## src/rtl/uart_tx_feeder.sv

```systemverilog
// uart_tx_feeder: FIFO-backed Wishbone master that writes queued bytes,
// one per bus cycle, into the uart1 TX register at address ADR.
// Ports: clk_48_i, rst_i (sync, active-high); push side byte_i/valid_i/
// ready_o/level_o; busy_o status; Wishbone adr_o/dat_o/we_o/sel_o/stb_o/
// cyc_o/ack_i; drop_o pulses when a write is abandoned on timeout.
// Define UART_TX_FEEDER_TIMEOUT_EN to abandon writes not acked in TIMEOUT.
module uart_tx_feeder #(
  parameter logic [31:0] ADR     = 32'h0FF,
  parameter int          DEPTH   = 16,
  parameter int          TIMEOUT = 1024
) (
  input  logic                   clk_48_i,
  input  logic                   rst_i,
  input  logic [7:0]             byte_i,
  input  logic                   valid_i,
  output logic                   ready_o,
  output logic [$clog2(DEPTH):0] level_o,
  output logic                   busy_o,
  output logic [31:0]            adr_o,
  output logic [31:0]            dat_o,
  output logic                   we_o,
  output logic [3:0]             sel_o,
  output logic                   stb_o,
  output logic                   cyc_o,
  input  logic                   ack_i,
  output logic                   drop_o
);
  localparam int PW = $clog2(DEPTH);
  localparam int CW = PW + 1;

  if (DEPTH < 2 || (DEPTH & (DEPTH - 1)) != 0 || TIMEOUT < 1)
  begin : g_bad_cfg
    $error("uart_tx_feeder: DEPTH/TIMEOUT out of range");
  end

  typedef enum logic {IDLE, REQ} state_t;

  state_t        state, state_d;
  logic [7:0]    mem [DEPTH];
  logic [PW-1:0] wptr, rptr;
  logic [CW-1:0] count;
  logic          push, pop, expire;
  logic [31:0]   adr_d, dat_d;
  logic [3:0]    sel_d;
  logic          we_d, stb_d, cyc_d, drop_d;

  assign ready_o = (count != CW'(DEPTH));
  assign level_o = count;
  assign busy_o  = (count != '0) || (state == REQ);
  assign push    = valid_i && ready_o;
  // The head entry stays in the FIFO until its bus cycle ends.
  assign pop     = (state == REQ) && (ack_i || expire);

  always_ff @(posedge clk_48_i) begin
    if (push) mem[wptr] <= byte_i;
  end

  always_ff @(posedge clk_48_i) begin
    if (rst_i) begin
      wptr  <= '0;
      rptr  <= '0;
      count <= '0;
    end else begin
      if (push) wptr <= wptr + PW'(1);
      if (pop)  rptr <= rptr + PW'(1);
      unique case ({push, pop})
        2'b10:   count <= count + CW'(1);
        2'b01:   count <= count - CW'(1);
        default: count <= count;
      endcase
    end
  end

`ifdef UART_TX_FEEDER_TIMEOUT_EN
  localparam int TW = $clog2(TIMEOUT + 1);
  logic [TW-1:0] tcnt;

  always_ff @(posedge clk_48_i) begin
    if (rst_i || state == IDLE) tcnt <= '0;
    else if (!ack_i)            tcnt <= tcnt + TW'(1);
  end

  // A late ack on the expiry cycle still wins.
  assign expire = (state == REQ) && !ack_i &&
                  (tcnt == TW'(TIMEOUT - 1));
`else
  assign expire = 1'b0;
`endif

  always_ff @(posedge clk_48_i) begin
    if (rst_i) begin
      state  <= IDLE;
      adr_o  <= '0;
      dat_o  <= '0;
      sel_o  <= '0;
      we_o   <= 1'b0;
      stb_o  <= 1'b0;
      cyc_o  <= 1'b0;
      drop_o <= 1'b0;
    end else begin
      state  <= state_d;
      adr_o  <= adr_d;
      dat_o  <= dat_d;
      sel_o  <= sel_d;
      we_o   <= we_d;
      stb_o  <= stb_d;
      cyc_o  <= cyc_d;
      drop_o <= drop_d;
    end
  end

  always_comb begin
    state_d = state;
    unique case (state)
      IDLE:    if (count != '0) state_d = REQ;
      REQ:     if (pop) state_d = IDLE;
      default: state_d = IDLE;
    endcase
  end

  always_comb begin
    adr_d  = adr_o;
    dat_d  = dat_o;
    sel_d  = sel_o;
    we_d   = we_o;
    stb_d  = stb_o;
    cyc_d  = cyc_o;
    drop_d = 1'b0;
    unique case (1'b1)
      (state == IDLE) && (count != '0): begin
        adr_d = ADR;
        dat_d = {24'b0, mem[rptr]};
        sel_d = 4'b0001;
        we_d  = 1'b1;
        stb_d = 1'b1;
        cyc_d = 1'b1;
      end
      pop: begin
        we_d   = 1'b0;
        stb_d  = 1'b0;
        cyc_d  = 1'b0;
        drop_d = expire;
      end
      default: ;
    endcase
  end

endmodule

```

## config.mk

```make
export PLATFORM = sky130hd
export DESIGN_NAME = uart_tx_feeder
export DESIGN_NICKNAME = d
export VERILOG_FILES = /design/src/rtl/uart_tx_feeder.sv
export SDC_FILE = /design/constraint.sdc
export NUM_CORES = 1
export LEC_CHECK = 0
export BUFFER_PORTS_ARGS = -buffer_cell sky130_fd_sc_hd__buf_2
export CAP_MARGIN = 25
export CORE_ASPECT_RATIO = 1.5
export CORE_MARGIN = 2
export CORE_UTILIZATION = 50
export CTS_CLUSTER_SIZE = 16
export DETAILED_ROUTE_END_ITERATION = 12
export PLACE_DENSITY_LB_ADDON = 0.25
export SLEW_MARGIN = 5
export SYNTH_ARGS = -nofsm -noshare
export SYNTH_HDL_FRONTEND = slang
export SYNTH_SLANG_ARGS = --single-unit
```

## constraint.sdc

```tcl
create_clock -name clk_48_i -period 4.4 [get_ports clk_48_i]
set_clock_uncertainty 0.15 [all_clocks]
set_input_delay 0.22 -clock clk_48_i [delete_from_list [all_inputs] [get_ports clk_48_i]]
set_output_delay 0.22 -clock clk_48_i [all_outputs]
set_load 0.02 [all_outputs]
```

==> metrics.txt, run 1 <==
outcome=finished, final reports clean; most common cell after layout, fill and taps aside=edfxtp_1; Die W=97.7 µm; commonest non-fill, non-tap cells in the layout=edfxtp_1 (128), conb_1 (52), buf_2 (41); YS warnings=0; vias=3356; startpoint types=flip-flop; largest net degree at the start of global routing=35; Residual DRC=0; core area=13000 µm²; fin nets=487; clock sink total=152; post-route setup TNS=0 ps; gpl congestion=0.841; register area share after synthesis=65.6%; Fmax achieved=320 MHz; H-tree depth=4; Slew Limit Fails=0; RSZ-0062 raised after global routing=no; worst reg2reg startpoint=level_o[2]$_SDFFE_PP0P_; clk root buf=clkbuf_16; Tot GR Track Use=18.0%; Post-synth EDFFs=128; Setup Buffers After CTS=0; leak pwr=2.49 nW; CTS max path bufs=2; vias in the first global route=3279; DRT Pass-1 Iters=4; synthesized cell area=6590 µm²; die area=14100 µm²; Final Util=55.8%; Via density=5.25; Max Cap Violations=0; dpl ws=1300 ps; Yosys reg bits=152; Area growth, synth to finish=9.63%; Worst Hold End=mem[15][5]$_DFFE_PP_; Netlist cell types=45; hold path start=byte_i[5]; n_diodes=0; non-filler instance count after layout=639; most common flop cell mapped by yosys=edfxtp_1; Synth Instances=438; total placed cells including tap cells=605; Mapped Avg Cell Area=15.0 µm²; CP endpoint kind=flip-flop; Max VDD drop=0.000238 V; period utilization=71.1%; Rel. slew slack=35.4%; kind of critical path=flip-flop to flip-flop; worst flop-to-flop path endpoint=level_o[4]$_SDFFE_PP0P_; Final Hold Vio Count=0; CTS Buf Count=17; Port Buffers=38; R2R Setup Slk=1270 ps; per-cell routed wire length=19.3 µm; Hold Path Cell Cnt=1; crit path DAT=3270 ps; Post-DRT Antenna Nets=0; actual slew at the worst max-slew pin=969 ps; min cycle time layout=3130 ps; initial drt markers=196; Final WS setup=1270 ps; post-cts resize count=0; first-pass GRT wire length=18500 µm; WP data required=4540 ps; starting density of the core=50.9%; HPWL Detailed=8500 µm; Core Rows=51; share of cells above drive strength 1=21.5%; clock slew at reported path FFs=60 ps; Max FO, Critical Path=12; Hold Crit Class=input port to flip-flop; Worst R2R Path Depth=10; FFs w/ async S/R, synth=0%; I/O pin cnt=91; Power Density=542 nW/µm²; CTS tree=built; Finish-stage setup viols=0; GRT overflow=0; worst skew pair latency=410 ps; hold_buf cts=0; initial antenna violation count=0; DIE HEIGHT=145 µm; Critical path origin=level_o[2]$_SDFFE_PP0P_; Routed WL=12300 µm
==> logic make-up after synthesis <==
| logic type | synth area share, % |
|---|---|
| other cells | 0.0569 |
| flops | 65.6 |
| compound gates | 5.53 |
| fa+ha+maj | 1.52 |
| simple gates | 5.75 |
| mux | 11.1 |
| xor+xnor | 1.20 |
| buf+inv | 9.21 |
==> synthesized netlist by cell type (all sizes together) (3+ instances only) <==
library cell | instances | area share [%]
nor3 | 5 | 0.38
ha | 8 | 1.5
clkbuf | 8 | 0.46
buf | 77 | 8.5
inv | 5 | 0.28
xor2 | 7 | 0.93
nand2 | 14 | 0.80
a21oi | 6 | 0.51
a311oi | 8 | 1.6
mux2i | 35 | 5.3
nor2 | 37 | 2.1
o22ai | 16 | 1.5
edfxtp | 128 | 58
nor2b | 3 | 0.28
or3 | 3 | 0.28
a211oi | 8 | 0.91
o21ai | 3 | 0.23
mux4 | 16 | 5.5
dfxtp | 24 | 7.3
==> state kept, by name (all words and copies together), names as in the netlist <==
signal / flops
rptr: 4
wptr: 4
mem: 128
level_o: 5
state: 1
sel_o: 1
cyc_o: 1
dat_o: 8
==> worst max path at each step <==
stage / endpoint / slack [ps] / cells past startpoint
after global routing: level_o[4]$_SDFFE_PP0P_ / 1000 / 10
after floorplan: level_o[4]$_SDFFE_PP0P_ / 1400 / 12
after global placement: level_o[4]$_SDFFE_PP0P_ / 1360 / 10
after detailed placement: level_o[4]$_SDFFE_PP0P_ / 1300 / 10
final: level_o[4]$_SDFFE_PP0P_ / 1270 / 10
after CTS: level_o[4]$_SDFFE_PP0P_ / 1280 / 10
==> where the power goes <==
group	switching [mW]	leakage, nW	internal, mW
registers	0.0816	1.35	1.64
logic	0.473	0.847	0.263
clock network	0.563	0.291	0.892
total	1.12	2.49	2.80
==> stage by stage <==
stage / area (µm²) / power (mW) / hold slack, ps
2_1_floorplan: 6780 / 2.39 / 169
3_3_place_gp: 6610 / 2.49 / 342
3_5_place_dp: 6620 / 2.50 / 342
4_1_cts: 7210 / 3.96 / 53.7
5_1_grt: 7220 / 4.08 / 60.8
6_report: 7220 / 3.92 / 67.9
==> critical path, cell delays in order, from the launching register on <==
cell and delay [ps]:
dfxtp_1 540, nor4_2 130, a21boi_1 450, inv_1 120
ha_1 320, xor2_1 170, ha_1 240, or3b_1 360
a21oi_1 140, o21ai_1 80, mux2_1 310
==> final cells by class <==
| type | instances | area [µm²] |
|---|---|---|
| fillers | 1051 | 5730 |
| flip-flops and latches | 152 | 4330 |
| multi-input cells | 247 | 1860 |
| clock buffers | 17 | 425 |
| repair buffers | 44 | 228 |
| well taps | 159 | 199 |
| clock inverters | 15 | 173 |
| inverters | 5 | 18.8 |
==> layer usage <==
metal	wire length [µm]	GRT usage (%)
met1	4880	20.2
met2	6690	33.1
met3	588	4.45
met4	188	6.43
met5	0	0
Power figures use the tool's default switching activity.
==> run 2, diff against run 1 <==
ABC_AREA = 1   (was unset)
clock period = 2.85 ns   (was 4.4 ns; I/O delays follow)
==> run 2 against run 1 <==
  * Synthesized area up 8.6%
  * Register-to-register slack lost 780 ps
  * Sequential power rose by 49%
  * Largest cell class unchanged
==> metrics.txt, run 2 <==
kind of critical path=flip-flop to flip-flop (unchanged); Post-DRT Antenna Nets=0 (unchanged); CTS Buf Count=17 (unchanged); H-tree depth=4 (unchanged); RSZ-0062 raised after global routing=no (unchanged); I/O pin cnt=91 (unchanged); Die W=102 µm (was 97.7 µm); clk root buf=clkbuf_16 (unchanged); vias in the first global route=4501 (was 3279); Max Cap Violations=0 (unchanged); actual slew at the worst max-slew pin=764 ps (was 969 ps); most common flop cell mapped by yosys=edfxtp_1 (unchanged); Tot GR Track Use=21.7% (was 18.0%); Residual DRC=0 (unchanged); Core Rows=53 (was 51); fillers=1237 (was 1051); max reg flops=128 (unchanged); Hold Crit Class=input port to flip-flop (unchanged); clock sink total=152 (unchanged); initial antenna violation count=0 (unchanged); min cycle time layout=2350 ps (was 3130 ps); startpoint types=flip-flop (unchanged); DIE HEIGHT=151 µm (was 145 µm); Met3 Routed Length=942 µm (was 588 µm); Max FO, Critical Path=8 (was 12); core area=14000 µm² (was 13000 µm²); top sig layer=met4 (unchanged); Setup Buffers After CTS=0 (unchanged); post-cts resize count=0 (unchanged); post-route setup TNS=0 ps (unchanged); die area=15300 µm² (was 14100 µm²); Final Hold Vio Count=0 (unchanged); top-area cell type share of the netlist area=53.7% (was 58.3%); CTS tree=built (unchanged); FFs w/ async S/R, synth=0% (unchanged); Largest Register=mem (unchanged); wl on met1=5850 µm (was 4880 µm); leak pwr=3.46 nW (was 2.49 nW); Yosys reg bits=152 (unchanged); HPWL Detailed=10500 µm (was 8500 µm); Post-synth EDFFs=128 (unchanged); Power Total=5.86 mW (was 3.92 mW); dpl ws=526 ps (was 1300 ps); Power Density=753 nW/µm² (was 542 nW/µm²); CTS max path bufs=2 (unchanged); commonest non-fill, non-tap cells in the layout=nand2_1 (231), edfxtp_1 (128), nand3_1 (95) (was edfxtp_1 (128), conb_1 (52), buf_2 (41)); top cell type by total area after synthesis=edfxtp_1 (unchanged); period utilization=82.6% (was 71.1%); YS warnings=0 (unchanged); WP data required=3070 ps (was 4540 ps); Via density=4.97 (was 5.25); metal2 WL=8490 µm (was 6690 µm); Finish-stage setup viols=0 (unchanged); GRT overflow=0 (unchanged); most common cell after layout, fill and taps aside=nand2_1 (was edfxtp_1); power share of the clock group=37.6% (was 37.2%); worst skew pair latency=430 ps (was 410 ps); Netlist cell types=28 (was 45); Psw=1.82 mW (was 1.12 mW); Final WS setup=497 ps (was 1270 ps); Commonest cells post-synth=nand2_1 (231), edfxtp_1 (128), nand3_1 (95) (was edfxtp_1 (128), buf_4 (63), nor2_1 (37)); synthesized cell area=7160 µm² (was 6590 µm²); Slew Limit Fails=0 (unchanged); per-cell routed wire length=16.1 µm (was 19.3 µm); most common cell in the netlist=nand2_1 (was edfxtp_1); Area growth, synth to finish=8.73% (was 9.63%); hold_buf cts=4 (was 0); first-pass GRT wire length=24000 µm (was 18500 µm); Synth area leaders=edfxtp_1 (54%), nand2_1 (12%), buf_4 (7.0%), dfxtp_1 (6.7%), nand3_1 (6.6%) (was edfxtp_1 (58%), dfxtp_1 (7.3%), buf_4 (7.2%), mux4_2 (5.5%), mux2i_1 (5.3%)); Seq pwr share=43.9% (was 44.0%); n_diodes=0 (unchanged); largest net degree at the start of global routing=67 (was 35); Routed WL=15700 µm (was 12300 µm); Mapped Avg Cell Area=9.59 µm² (was 15.0 µm²); Max VDD drop=0.000364 V (was 0.000238 V); starting density of the core=51.1% (was 50.9%); share of cells above drive strength 1=11.1% (was 21.5%); fin nets=791 (was 487); Port Buffers=38 (unchanged); Net Sw Frac=31.1% (was 28.5%); final hold slack=4.41 ps (was 67.9 ps); Synth Instances=746 (was 438); register area share after synthesis=60.4% (was 65.6%); Internal=4.04 mW (was 2.80 mW); gpl congestion=0.858 (was 0.841); DRT Pass-1 Iters=5 (was 4); CP endpoint kind=flip-flop (unchanged); logic gate share of total power=18.5% (was 18.8%); initial drt markers=358 (was 196); Rel. slew slack=49.0% (was 35.4%); crit path DAT=2570 ps (was 3270 ps); clock slew at reported path FFs=70 ps (was 60 ps); vias=4847 (was 3356); outcome=finished, final reports clean (unchanged); Final Util=55.6% (was 55.8%); Fmax achieved=425 MHz (was 320 MHz)
-- run 2: cell types whose count changed after synthesis, moves of 5 or more --
cell,delta
a21oi_1,+6
clkbuf_1,-5
nand3_1,+93
inv_2,+9
mux2i_1,-35
mux4_2,-16
nand2_1,+217
inv_1,+82
o22ai_1,-16
a311oi_2,-6
a211oi_1,-8
-- run 2: path summary, 6_finish.rpt --
check | cells past startpoint | slack [ps] | from | to
max | 14 | 500 | level_o[0]$_SDFFE_PP0P_ | level_o[4]$_SDFFE_PP0P_
min | 1 | 4 | byte_i[5] | mem[9][5]$_DFFE_PP_
max reg2reg | 14 | 500 | level_o[0]$_SDFFE_PP0P_ | level_o[4]$_SDFFE_PP0P_
min reg2reg | 2 | 370 | wptr[3]$_SDFFE_PP0P_ | wptr[3]$_SDFFE_PP0P_
-- run 2: cell type report --
type / instances / area, µm² / share of cell area [%]
well taps: 192 / 240 / 3.09
flip-flops and latches: 152 / 4330 / 55.6
clock buffers: 17 / 425 / 5.47
multi-input cells: 459 / 2010 / 25.8
repair buffers: 45 / 265 / 3.41
clock inverters: 15 / 158 / 2.03
inverters: 96 / 360 / 4.63
-- run 2: routing by layer --
metal,vias up,track usage [%]
met1,2283,24.8
met4,0,9.46
met2,206,39.4
met5,-,0
met3,29,3.48
li1,2329,-
-- run 2: power groups by stage --
| stage | registers [mW] | logic, mW | clock network (mW) |
|---|---|---|---|
| after floorplan | 2.70 | 0.800 | 0 |
| after global placement | 2.62 | 1.06 | 0 |
| after detailed placement | 2.62 | 1.07 | 0 |
| after CTS | 2.57 | 1.08 | 2.23 |
| after global routing | 2.59 | 1.19 | 2.32 |
| final | 2.57 | 1.08 | 2.20 |
-- run 2: worst max-delay path, cell delays in order (launching register included) --
cell and delay, ps:
dfxtp_1 350, nor2_1 200, nand4_2 150, nand2_4 150
ha_1 260, xor2_1 250, ha_1 190, inv_1 40
nand2_1 110, nand3_1 90, nand2_1 70, nand3_1 80
nand2_1 70, nand2_1 50, nor2_1 80
-- run 2: metrics by stage --
step	area [µm²]	cells
finish	7780	976
global route	7780	976
CTS	7780	976
detailed placement	7160	940
global placement	7160	940
floorplan	7350	797
-- run 2: kinds of logic after synthesis --
group	share of synthesized area (%)
xor gates and xnor gates	0.490
buffers and inverters	14.2
adders and majority gates	1.40
and+or+nand+nor	22.1
other	0.0524
DFF	60.4
AOI/OAI and AO/OA	1.33
